## config.mk

```make
export PLATFORM = sky130hd
export DESIGN_NAME = cdc_xfer_ctrl
export DESIGN_NICKNAME = d
export VERILOG_FILES = /design/src/rtl/cdc_xfer_ctrl.sv
export SDC_FILE = /design/constraint.sdc
export NUM_CORES = 1
export LEC_CHECK = 0
export ABC_AREA = 1
export CAP_MARGIN = 20
export CORE_ASPECT_RATIO = 2
export CORE_MARGIN = 2
export CORE_UTILIZATION = 43
export CTS_BUF_LIST = sky130_fd_sc_hd__clkbuf_16
export CTS_CLUSTER_SIZE = 8
export DETAILED_ROUTE_END_ITERATION = 12
export PLACE_DENSITY_LB_ADDON = 0.12
export SETUP_SLACK_MARGIN = 0.1
export SYNTH_ARGS = -nofsm -noshare
export SYNTH_HDL_FRONTEND = slang
export SYNTH_SLANG_ARGS = --single-unit
```

## constraint.sdc

```tcl
create_clock -name clk -period 1.7 [get_ports clk]
set_input_delay 0.34 -clock clk [delete_from_list [all_inputs] [get_ports clk]]
set_output_delay 0.34 -clock clk [all_outputs]
set_load 0.1 [all_outputs]
```

## src/rtl/cdc_xfer_ctrl.sv

```systemverilog
// cdc_xfer_ctrl: source-domain side of a four-phase req/ack word transfer.
// Holds each accepted word on xfer_data while xfer_req is high, synchronizes
// the far-side acknowledge, and counts completed transfers.
// Optional feature macro: CDC_XFER_CTRL_TIMEOUT_EN adds a REQ-phase timeout
// counter, the timeout pulse and the err_count saturating counter.

module cdc_xfer_ctrl #(
    parameter int unsigned N           = 8,
    parameter int unsigned SYNC_STAGES = 2,
    parameter int unsigned TIMEOUT     = 255
) (
    input  logic         clk,
    input  logic         rst_n,
    input  logic         ena,
    input  logic         req_valid,
    input  logic [N-1:0] req_data,
    output logic         req_ready,
    input  logic         ack_async,
    output logic         xfer_req,
    output logic [N-1:0] xfer_data,
    output logic         busy,
    output logic         done,
    output logic         timeout,
    output logic [7:0]   xfer_count,
    output logic [7:0]   err_count
);

    // Reject illegal configurations at elaboration time.
    if (SYNC_STAGES < 2 || SYNC_STAGES > 4) begin : g_bad_sync_stages
        $error("cdc_xfer_ctrl: SYNC_STAGES must be in 2..4");
    end
    if (TIMEOUT < 1 || TIMEOUT > 255) begin : g_bad_timeout
        $error("cdc_xfer_ctrl: TIMEOUT must be in 1..255");
    end

    typedef enum logic [1:0] {
        StIdle,
        StReq,
        StRelease
    } state_e;

    state_e                 state_q, state_d;
    logic [SYNC_STAGES-1:0] sync_q;
    logic                   ack_sync;
    logic                   xfer_req_q, xfer_req_d;
    logic [N-1:0]           xfer_data_q, xfer_data_d;
    logic                   done_q, done_d;
    logic [7:0]             xfer_count_q, xfer_count_d;

`ifdef CDC_XFER_CTRL_TIMEOUT_EN
    localparam logic [7:0] TimeoutVal = 8'(TIMEOUT);

    logic [7:0] tmo_cnt_q, tmo_cnt_d;
    logic       tmo_pulse_q, tmo_pulse_d;
    logic [7:0] err_count_q, err_count_d;
    logic       tmo_hit;

    // Terminal count compares the pre-increment value, so the abort lands
    // TIMEOUT+1 edges after the accept.
    assign tmo_hit = (tmo_cnt_q == TimeoutVal);
`endif

    assign ack_sync  = sync_q[SYNC_STAGES-1];
    // Stale ack blocks acceptance so xfer_req never rises while ack_sync is high.
    assign req_ready = (state_q == StIdle) && ena && !ack_sync;
    assign busy      = (state_q != StIdle);

    // Acknowledge synchronizer chain; only the last stage is consumed.
    always_ff @(posedge clk or negedge rst_n) begin
        if (!rst_n) begin
            sync_q <= '0;
        end else begin
            sync_q <= {sync_q[SYNC_STAGES-2:0], ack_async};
        end
    end

    // Next-state and registered-output logic for the handshake FSM.
    always_comb begin
        state_d      = state_q;
        xfer_req_d   = xfer_req_q;
        xfer_data_d  = xfer_data_q;
        done_d       = 1'b0;
        xfer_count_d = xfer_count_q;
`ifdef CDC_XFER_CTRL_TIMEOUT_EN
        tmo_cnt_d    = tmo_cnt_q;
        tmo_pulse_d  = 1'b0;
        err_count_d  = err_count_q;
`endif
        unique case (state_q)
            StIdle: begin
                if (req_valid && req_ready) begin
                    xfer_data_d = req_data;
                    xfer_req_d  = 1'b1;
`ifdef CDC_XFER_CTRL_TIMEOUT_EN
                    tmo_cnt_d   = 8'd0;
`endif
                    state_d     = StReq;
                end
            end
            StReq: begin
`ifdef CDC_XFER_CTRL_TIMEOUT_EN
                tmo_cnt_d = tmo_cnt_q + 8'd1;
`endif
                // Ack takes priority over a coincident terminal count.
                if (ack_sync) begin
                    xfer_req_d   = 1'b0;
                    done_d       = 1'b1;
                    xfer_count_d = (xfer_count_q == 8'hFF) ? xfer_count_q
                                                           : xfer_count_q + 8'd1;
                    state_d      = StRelease;
                end
`ifdef CDC_XFER_CTRL_TIMEOUT_EN
                else if (tmo_hit) begin
                    xfer_req_d  = 1'b0;
                    tmo_pulse_d = 1'b1;
                    err_count_d = (err_count_q == 8'hFF) ? err_count_q
                                                         : err_count_q + 8'd1;
                    state_d     = StRelease;
                end
`endif
            end
            StRelease: begin
                xfer_req_d = 1'b0;
                if (!ack_sync) begin
                    state_d = StIdle;
                end
            end
            default: begin
                state_d    = StIdle;
                xfer_req_d = 1'b0;
            end
        endcase
    end

    // Handshake state, outputs and completion counter.
    always_ff @(posedge clk or negedge rst_n) begin
        if (!rst_n) begin
            state_q      <= StIdle;
            xfer_req_q   <= 1'b0;
            xfer_data_q  <= '0;
            done_q       <= 1'b0;
            xfer_count_q <= 8'd0;
        end else begin
            state_q      <= state_d;
            xfer_req_q   <= xfer_req_d;
            xfer_data_q  <= xfer_data_d;
            done_q       <= done_d;
            xfer_count_q <= xfer_count_d;
        end
    end

`ifdef CDC_XFER_CTRL_TIMEOUT_EN
    // Timeout counter, abort pulse and abort counter.
    always_ff @(posedge clk or negedge rst_n) begin
        if (!rst_n) begin
            tmo_cnt_q   <= 8'd0;
            tmo_pulse_q <= 1'b0;
            err_count_q <= 8'd0;
        end else begin
            tmo_cnt_q   <= tmo_cnt_d;
            tmo_pulse_q <= tmo_pulse_d;
            err_count_q <= err_count_d;
        end
    end

    assign timeout   = tmo_pulse_q;
    assign err_count = err_count_q;
`else
    assign timeout   = 1'b0;
    assign err_count = 8'h00;
`endif

    assign xfer_req   = xfer_req_q;
    assign xfer_data  = xfer_data_q;
    assign done       = done_q;
    assign xfer_count = xfer_count_q;

endmodule
```

==> metrics.cfg <==
[timing]
final_period_minus_worst_setup_slack_ns=1.562
worst_hold_slack_ns=0.3631
fin_setup_tns_ns=0
min_period_over_period_pct=91.87
slew_viol_final=0
rsz_0062_raised_after_global_routing=false
timing.fmax_mhz=640.3
worst_clock_skew_ns=0.001951
hold_violations=0
report.final.setup_viol=0

[flow_run]
max_cap_violations=0

[synth]
ys_ff_latch=22
yosysSeqAreaShare_pct=48.40
avgSynthCellArea_um2=8.885
synth.cell_area_mm2=0.001137
netlist_instances=128
post_synth_num_cell_types=23
synthesis.yosys.warnings=0

[global_route]
gr-usage-all-layers_pct=18.92
initial_antenna_violation_count=0
grt_pass1_wl_mm=4.057
grt_start_max_net_pins=23
grt-ovfl-total=0
first_global_vias=942

[routing]
route.detailed.drc=0
drt-vias-per-instance=4.754
wl_per_cell_um=12.49
routed-via-count=908
drtPass1Iterations=4
finalWirelength_mm=2.385
detail-route-antenna-nets=0
detail_route.iter0.violations=8

[layout]
insertedDiodeCount=0
drive_above_1_share_pct=30.06
final_net_count=179
filler_cell_count=207
post_route_non_filler_standard_cell_count=191
area.growth.synth_to_final_pct=54.68

[setup_path]
critPathLaunchType=flip-flop
worst-endpoint-required_ns=1.36
crit_end_element=output port
worst-path-buf-inv=2
timing.critical_path.cells=inv_2 > nand2_4 > nor2_8 > buf_12
largest_delay_share_family_worst_path=flip-flops
critical_path_class=reg -> out
critPathMaxFanout=4
cp_data_arrival_time_ns=1.22
critical-path-slowest-cell=sky130_fd_sc_hd__dfrtp_1
timing.critical_path.slowest_cell_delay_ns=0.40

[power_and_ir_drop]
intPower_uw=1465
netSwitchingFraction_pct=48.44
leak_pwr_uw=0.0008450
switching_power_summed_over_all_nets_uw=1376
power.ir.vdd_worst_mv=1.178
power.sequential.fraction_pct=28.1
clkPwrFrac_pct=17.0
p_total_uw=2841
share_comb_of_total_power_pct=54.9
power.density_cell_area_mw_per_mm2=1615

[cts]
worstSkewPairLatency_ns=0.25
cts_root_buf=sky130_fd_sc_hd__clkbuf_16
cts_tree=done
ctsLongestPathBuffers=2
htreeDepth=1
cts_post_setup_buffers_inserted=0
cts_buffers=3
cts_repair_resize_count=0
clk_pin_slew_worst_paths_ns=0.05
holdBufCountCts=0
numClockSinks=22

[place]
dpl.hpwl_mm=1.890
place.gp.congestion=0.7026
numPlacedInstances=188
portBuffers=32

[worst_hold_path]
holdCritPathClass=reg -> reg

[die]
design.portCount=42
dieArea_mm2=0.003097
placementRows=26
die_h_um=76.73
fp.dieW_um=40.37
placeableCoreArea_mm2=0.002537
floorplan.initialDensity_pct=44.82

[status]
run_status=complete, no violations

-- metal layers --
metal	up-vias	track usage, %	routed length [um]
met2	27	32.22	1453
li1	453	-	-
met1	423	19.85	770
met5	-	0	0
met4	0	10.00	60
met3	5	3.468	100
-- cell families (layout without fill, tap and decap cells) --
family | Yosys count | after routing | share of synthesized area (%)
AO/OA/AOI/OAI | 5 | 5 | 2.860
XOR/XNOR | 3 | 3 | 2.311
adder cells (fa/ha/maj) | 1 | 1 | 1.100
buffers and inverters | 21 | 48 | 10.34
flip-flops | 22 | 22 | 48.41
other | 1 | 9 | 0.3297
AND/OR/NAND/NOR | 75 | 75 | 34.65
-- cells in the final DEF (no fill, tap or decap) --
cell                               n
sky130_fd_sc_hd__inv_2             3
sky130_fd_sc_hd__dfrtp_4           2
sky130_fd_sc_hd__buf_12           20
sky130_fd_sc_hd__nor2_1            5
sky130_fd_sc_hd__dfrtp_2           6
sky130_fd_sc_hd__nor2_8            2
sky130_fd_sc_hd__a21oi_1           1
sky130_fd_sc_hd__o21ai_0           2
sky130_fd_sc_hd__inv_6             1
sky130_fd_sc_hd__nand3_1          13
sky130_fd_sc_hd__dlymetal6s2s_1    1
sky130_fd_sc_hd__inv_1             7
sky130_fd_sc_hd__o21ai_2           1
sky130_fd_sc_hd__a21oi_2           1
sky130_fd_sc_hd__nand2_4           3
sky130_fd_sc_hd__nand2_8           1
sky130_fd_sc_hd__buf_4             2
sky130_fd_sc_hd__nor2_4            2
sky130_fd_sc_hd__conb_1            9
sky130_fd_sc_hd__xor2_1            2
sky130_fd_sc_hd__nand2_1          45
sky130_fd_sc_hd__clkbuf_16         3
sky130_fd_sc_hd__clkdlybuf4s50_1  11
sky130_fd_sc_hd__nand2_2           2
sky130_fd_sc_hd__ha_1              1
sky130_fd_sc_hd__xnor2_1           1
sky130_fd_sc_hd__nand4_1           2
sky130_fd_sc_hd__dfrtp_1          14
-- layout make-up --
class | instances | area (um^2) | share of cell area [%]
Inverter | 11 | 46.29 | 2.632
Multi-Input combinational cell | 93 | 499.2 | 28.38
Clock buffer | 3 | 75.07 | 4.267
Tap cell | 28 | 35.03 | 1.991
Sequential cell | 22 | 565.5 | 32.15
Timing Repair Buffer | 34 | 538.0 | 30.58
-- power by group through the flow --
stage / combinational [uW] / sequential [uW] / clock, uW
after global placement: 1550 / 800 / 0
after global routing: 1620 / 816 / 506
after detailed placement: 1560 / 806 / 0
after CTS: 1570 / 799 / 499
after floorplan: 354 / 1440 / 0
final: 1560 / 797 / 484
-- sequential cells by signal (all words and copies together), names as in the netlist --
name        cells
state_q         2
xfer_count      8
xfer_req        1
done            1
xfer_data       8
sync_q          2
-- worst reg2reg max path, stage by stage (launching register included) --
cell	delay [ns]
sky130_fd_sc_hd__dfrtp_4	0.50
sky130_fd_sc_hd__ha_1	0.25
sky130_fd_sc_hd__nand2_2	0.11
sky130_fd_sc_hd__nor2_4	0.05
sky130_fd_sc_hd__nand2_4	0.10
sky130_fd_sc_hd__nand2_8	0.08
sky130_fd_sc_hd__nand2_1	0.09
sky130_fd_sc_hd__o21ai_2	0.06
-- cells in the mapped netlist --
library cell | count | area share (%)
sky130_fd_sc_hd__clkbuf_1 | 1 | 0.33
sky130_fd_sc_hd__conb_1 | 1 | 0.33
sky130_fd_sc_hd__nand2_1 | 45 | 15
sky130_fd_sc_hd__nand2_8 | 1 | 1.8
sky130_fd_sc_hd__nor2_4 | 2 | 2.0
sky130_fd_sc_hd__xnor2_1 | 1 | 0.77
sky130_fd_sc_hd__nand4_1 | 2 | 1.1
sky130_fd_sc_hd__a21oi_2 | 1 | 0.77
sky130_fd_sc_hd__ha_1 | 1 | 1.1
sky130_fd_sc_hd__o21ai_2 | 1 | 0.77
sky130_fd_sc_hd__nor2_8 | 2 | 3.5
sky130_fd_sc_hd__a21oi_1 | 1 | 0.44
sky130_fd_sc_hd__xor2_1 | 2 | 1.5
sky130_fd_sc_hd__nand3_1 | 13 | 5.7
sky130_fd_sc_hd__dfrtp_1 | 22 | 48
sky130_fd_sc_hd__nand2_4 | 3 | 3.0
sky130_fd_sc_hd__inv_6 | 1 | 0.77
sky130_fd_sc_hd__inv_1 | 7 | 2.3
sky130_fd_sc_hd__buf_4 | 9 | 5.9
sky130_fd_sc_hd__o21ai_0 | 2 | 0.88
sky130_fd_sc_hd__nor2_1 | 5 | 1.7
sky130_fd_sc_hd__inv_2 | 3 | 0.99
sky130_fd_sc_hd__nand2_2 | 2 | 1.1
-- final timing paths --
path,cells after the start,endpoint,startpoint,slack (ns)
max in group asynchronous,2,xfer_count[0],rst_n,1.02
max reg2reg,7,xfer_count[2],xfer_count[0],0.34
max,4,req_ready,sync_q[1],0.14
min reg2reg,0,sync_q[1],sync_q[0],0.36
min in group asynchronous,2,sync_q[0],rst_n,0.43
min,0,sync_q[1],sync_q[0],0.36
-- metrics by stage --
stage | util, % | cell area [um^2] | setup slack, ns
5_1_grt | 69.33 | 1759 | 0.09942
3_3_place_gp | 66.27 | 1682 | 0.1208
4_1_cts | 69.23 | 1757 | 0.1194
3_5_place_dp | 66.27 | 1682 | 0.1034
2_1_floorplan | - | 1182 | 0.1159
6_report | 69.33 | 1759 | 0.1382
No activity file was read; power rests on OpenSTA's default activity.
